[config.mk]
export PLATFORM = sky130hd
export DESIGN_NAME = pingpong_ctrl
export DESIGN_NICKNAME = d
export VERILOG_FILES = /design/src/rtl/pingpong_ctrl.sv
export SDC_FILE = /design/constraint.sdc
export NUM_CORES = 1
export LEC_CHECK = 0
export CAP_MARGIN = 20
export CORE_UTILIZATION = 48
export DETAILED_ROUTE_END_ITERATION = 7
export HOLD_SLACK_MARGIN = 0.06
export PLACE_DENSITY = 0.83
export SYNTH_ARGS = -nofsm -noshare
export SYNTH_HDL_FRONTEND = slang
export SYNTH_SLANG_ARGS = --single-unit
[constraint.sdc]
create_clock -name clk -period 2.7 [get_ports clk]
set_input_delay 0.54 -clock clk [delete_from_list [all_inputs] [get_ports clk]]
set_output_delay 0.54 -clock clk [all_outputs]
set_load 0.01 [all_outputs]
[src/rtl/pingpong_ctrl.sv]
// pingpong_ctrl
// Bank-switch scheduler for one ping-pong buffer channel. It counts accepted
// writes into the active write bank and takes reads from the opposite bank.
// When the write bank is closed (full or flushed) and the read bank has been
// drained, it issues a one-cycle switch pulse that swaps the two banks.
//
// Optional feature macro: PINGPONG_CTRL_DROP_DET_EN
//   defined   -> drop_err / drop_cnt track writes offered while wr_ready=0
//   undefined -> drop_err / drop_cnt are tied to 0
//
// Ports
//   clk       : clock, rising edge
//   rst       : synchronous active-high reset
//   wr_valid  : producer offers a word
//   wr_ready  : controller accepts a word (accept = wr_valid & wr_ready)
//   wr_addr   : write address inside the write bank
//   wr_bank   : bank currently being written
//   flush     : close a partially filled write bank
//   rd_valid  : read bank holds an unread word
//   rd_ready  : consumer takes a word (take = rd_valid & rd_ready)
//   rd_addr   : read address inside the read bank
//   rd_bank   : bank currently being read (always ~wr_bank)
//   rd_last   : current read word is the last one of the read bank
//   switch    : one-cycle bank-swap pulse
//   drop_err  : sticky flag, a write was offered while not ready
//   drop_cnt  : saturating count of dropped writes
module pingpong_ctrl #(
  parameter int DEPTH = 256
) (
  input  logic                     clk,
  input  logic                     rst,
  input  logic                     wr_valid,
  output logic                     wr_ready,
  output logic [$clog2(DEPTH)-1:0] wr_addr,
  output logic                     wr_bank,
  input  logic                     flush,
  output logic                     rd_valid,
  input  logic                     rd_ready,
  output logic [$clog2(DEPTH)-1:0] rd_addr,
  output logic                     rd_bank,
  output logic                     rd_last,
  output logic                     switch,
  output logic                     drop_err,
  output logic [7:0]               drop_cnt
);

  localparam int ADDR_W = $clog2(DEPTH);
  localparam int CW     = ADDR_W + 1;
  localparam logic [CW-1:0] FULL_CNT = CW'(DEPTH);
  localparam logic [CW-1:0] ONE      = CW'(1);

  typedef enum logic [1:0] {FILL, FULL, SWAP} state_t;

  state_t        state, state_next;
  logic [CW-1:0] wr_cnt, rd_cnt, rd_len;
  logic [CW-1:0] wr_cnt_after, rd_cnt_after;
  logic          accept, take;

  // Handshakes complete only on registered readiness, so counts after this
  // cycle are known combinationally for the next-state decision.
  always_comb begin
    accept       = wr_valid & wr_ready;
    take         = rd_valid & rd_ready;
    wr_cnt_after = accept ? wr_cnt + ONE : wr_cnt;
    rd_cnt_after = take   ? rd_cnt + ONE : rd_cnt;
  end

  // State register.
  always_ff @(posedge clk) begin
    if (rst) begin
      state <= FILL;
    end else begin
      state <= state_next;
    end
  end

  // Next-state logic. A flush counts a same-cycle accept before deciding
  // whether the bank is non-empty; FULL leaves as soon as the read side is
  // drained, including by a take in this very cycle.
  always_comb begin
    state_next = state;
    case (state)
      FILL: begin
        if ((accept && wr_cnt_after == FULL_CNT) ||
            (flush && wr_cnt_after != '0)) begin
          state_next = FULL;
        end
      end
      FULL: begin
        if (rd_cnt_after == rd_len) begin
          state_next = SWAP;
        end
      end
      SWAP:    state_next = FILL;
      default: state_next = FILL;
    endcase
  end

  // Output decode, purely from registered state and counters.
  always_comb begin
    wr_ready = (state == FILL);
    switch   = (state == SWAP);
    rd_valid = (rd_cnt < rd_len) && (state != SWAP);
    rd_last  = rd_valid && (rd_cnt == rd_len - ONE);
  end

  // Bank bookkeeping. The swap cycle hands the write count to the read side
  // and restarts both counters on the exchanged banks.
  always_ff @(posedge clk) begin
    if (rst) begin
      wr_cnt  <= '0;
      rd_cnt  <= '0;
      rd_len  <= '0;
      wr_bank <= 1'b0;
    end else if (state == SWAP) begin
      rd_len  <= wr_cnt;
      rd_cnt  <= '0;
      wr_cnt  <= '0;
      wr_bank <= ~wr_bank;
    end else begin
      wr_cnt <= wr_cnt_after;
      rd_cnt <= rd_cnt_after;
    end
  end

  assign wr_addr = wr_cnt[ADDR_W-1:0];
  assign rd_addr = rd_cnt[ADDR_W-1:0];
  assign rd_bank = ~wr_bank;

`ifdef PINGPONG_CTRL_DROP_DET_EN
  // Drop detection: any offer while not ready is recorded one cycle later;
  // the flag is sticky until reset and the count saturates at 255.
  always_ff @(posedge clk) begin
    if (rst) begin
      drop_err <= 1'b0;
      drop_cnt <= '0;
    end else if (wr_valid && !wr_ready) begin
      drop_err <= 1'b1;
      if (drop_cnt != 8'hFF) begin
        drop_cnt <= drop_cnt + 8'd1;
      end
    end
  end
`else
  assign drop_err = 1'b0;
  assign drop_cnt = 8'd0;
`endif

endmodule

==> metrics <==
reg2reg path depth=11; global-route wire length before repair=9.01 mm; Sequential Power Share=44.6%; First DRT Iteration DRCs=170; post-route setup slack=80.4 ps; Final Hold Fails=0; CP max stage cell=dfxtp_2; Synth Register Bits=30; vias per inst=5.59; DR WL/cell=14.9 um; Unique masters post-synth=49; Max Buffers Root-to-Sink=2; HP Class=reg2reg; xor/xnor share of the synthesized area=12.6%; Synth warnings=0; Initial Util=51.2%; Max Fclk=0.382 GHz; grt met3 use=4.56%; Final Total Pwr=1.08 mW; cell taking the most area after synthesis=dfxtp_1; post-DP HPWL=4.21 mm; Sw Share=28.2%; Die H=71.1 um; unrepaired setup endpoints after global routing=true; postcts setup bufs=0; TritonRoute pass-1 iters=6; via count of the first global-routing pass=1,968; Logic pwr share=21.4%; nets=349; initial antenna violation count=0; Critical Path RT=2160 ps; cells along the critical path=inv_1 > ha_4 > a211oi_2 > a221oi_2 > nor4_2 > nand3_1 > nor4_2 > buf_2; worst IR drop on VDD=0.404 mV; GRT met1 Usage=28.7%; clock latency at the later pin of the worst-skew pair=280 ps; failing checks=design-rule violations; Diodes inserted=0; cell family with most CP delay=simple AND/OR/NAND/NOR gates; post-synthesis cell count=298; # fillers=396; Crit path arrival time=2080 ps; Crit. path cell count=8; Total Routing Usage GR=22.9%; post-route minimum period=2620 ps; PwrDens=383 mW/mm^2; critical path startpoint category=flip-flop; CTS tree=done; area grow syn2layout=23.5%; Synth area leaders=dfxtp_1 26%, buf_4 8.2%, xnor2_1 7.6%, ha_1 6.6%, xor2_1 5.0%; Synth Area in Simple Gates=27.2%; cts bufs inserted=5; largest net degree at the start of global routing=15; Layout Skew=4.87 ps; post-synthesis compound-gate area fraction=12.6%; CTS root buf=clkbuf_8; adder-cell share of the synthesized area=6.55%; final setup violation count=0; Critical path buffers and inverters=2; placed cell count=377; Worst Hold End=rd_len[8]$_SDFFE_PP0P_; status=finished, violations left; P_int=0.778 mW; top_reg_cell synth=dfxtp_1; number of max-cap violations=0; number of synthesized flops with an enable pin=0; crit share post-route=97.0%; layout cell share with drive strength beyond 1=19.5%; CTS Sinks=30; final core utilization=63.3%; Die Area=0.00506 mm^2; hold path start=wr_cnt[8]$_SDFF_PP0_; port bufs=26; setup slack at placement=-176 ps; DR DRC count=1; total routed wirelength=5.73 mm; most numerous cell on the critical path=nor4_2; Post-Syn Area=0.00229 mm^2; kind of end point of the critical path=primary output; Rows=24; Avg Cell Area, Syn=7.69 um^2; Die X=71.1 um; Synth async-reset ratio=0%; post-route ant nets=0; largest family of logic cells by synthesized area=simple AND/OR/NAND/NOR gates; reg2reg setup slack=110 ps; commonest cells in the synthesized netlist=30 x dfxtp_1, 30 x nor2_1, 26 x nand2_1, 25 x buf_4, 20 x xnor2_1; Net Switching=0.306 mW; sequential share of the synthesized area=26.2%; Core Area=0.00447 mm^2; Clock H-tree levels=2; met2 Usage GRT=37.5%; worst r2r src=rd_len[6]$_SDFFE_PP0P_; Yosys top cell area share=26.2%; area post-placement=0.00266 mm^2; mux contribution to synthesized area=1.31%; worst hold path depth=2; vias post-DR=2,151; Reg clk slew, reported paths=60 ps; Setup TNS Final=0 ps; Layout Cells excl Fill=385; crit path from=rd_len[4]$_SDFFE_PP0P_; slowest stage delay, CP=320 ps; design area=0.00283 mm^2; routability cong.=0.901; I/O pin count=36; worst-path maximum fanout=2; GRT busiest layer=met2; clock share of power=34.0%; Hold WS=472 ps; worst r2r dst=state[0]$_SDFFE_PP0P_; max-slew violations=0; total gr overflow=0; Leakage=1.12 nW; CP Class=reg2out
-- how the worst max path moves through the flow --
stage                    to  slack (ps)
CTS                 rd_last           6
global route        rd_last         -20
global placement    rd_last         -60
floorplan           rd_last         110
finish              rd_last          80
detailed placement  rd_last        -180
-- power by group through the flow --
stage	registers, mW	logic [mW]	clock network, mW
2_1_floorplan	0.487	0.159	0
3_3_place_gp	0.490	0.222	0
3_5_place_dp	0.493	0.228	0
4_1_cts	0.483	0.230	0.376
5_1_grt	0.486	0.252	0.401
6_report	0.483	0.232	0.369
-- placed cells by master, fill, tap and decap left out, types with 3 or more instances in the layout --
master	count
nand4_1	4
xnor2_1	20
nor4_1	3
a31oi_1	4
clkbuf_8	6
xor2_1	13
nor4_2	3
o31ai_1	3
clkdlybuf4s50_1	24
ha_1	9
buf_4	33
nor2_1	30
nand2_1	26
inv_1	15
dfxtp_1	28
nor3_1	11
conb_1	9
mux2i_1	3
o21ai_0	5
and2_1	5
a21oi_1	18
ha_4	3
nand3_1	14
and3_1	4
-- routing by layer --
metal	part of all wire, %	wire (um)	vias to the layer above
met5	0	0	-
met3	4.9	281	16
met4	2.9	164	0
li1	-	-	1054
met1	44	2500	1008
met2	49	2780	73
-- logic make-up (layout without fill, tap and decap cells) --
family,Yosys count,in the layout
other cells,1,9
buf+inv,56,83
mux,3,3
simple gates,118,118
compound gates,45,45
fa+ha+maj,12,12
flops,30,30
xor+xnor,33,33
-- final cells by class --
type	instances	area (um^2)	area share, %
Inverter	16	60.1	2.12
Timing Repair Buffer	59	502	17.7
Clock inverter	1	5.00	0.177
Sequential cell	30	603	21.3
Tap cell	52	65.1	2.30
Clock buffer	7	86.3	3.05
Multi-Input combinational cell	220	1510	53.3
-- flip-flops by register name, indices dropped and copies added (netlist names) --
name and flops:
wr_cnt 9, wr_bank 1, rd_cnt 9, state 2, rd_len 9
-- repair_timing --
action                     4_1_cts  5_1_grt
hold buffers                     0        0
resized for setup                7       15
setup endpoints to repair        2        3
pin swaps                        3        2
-- worst reg2reg max path, cell delays in order (launching register included) --
cell      delay [ps]
dfxtp_1          350
inv_1             70
ha_1             300
a211oi_2         210
nor2_1            90
buf_4            170
or3b_4           440
nor4_2           170
a211oi_1         110
o21ai_1          180
nand3_2          130
a31o_2           270
(Power assumes the default switching activity.)
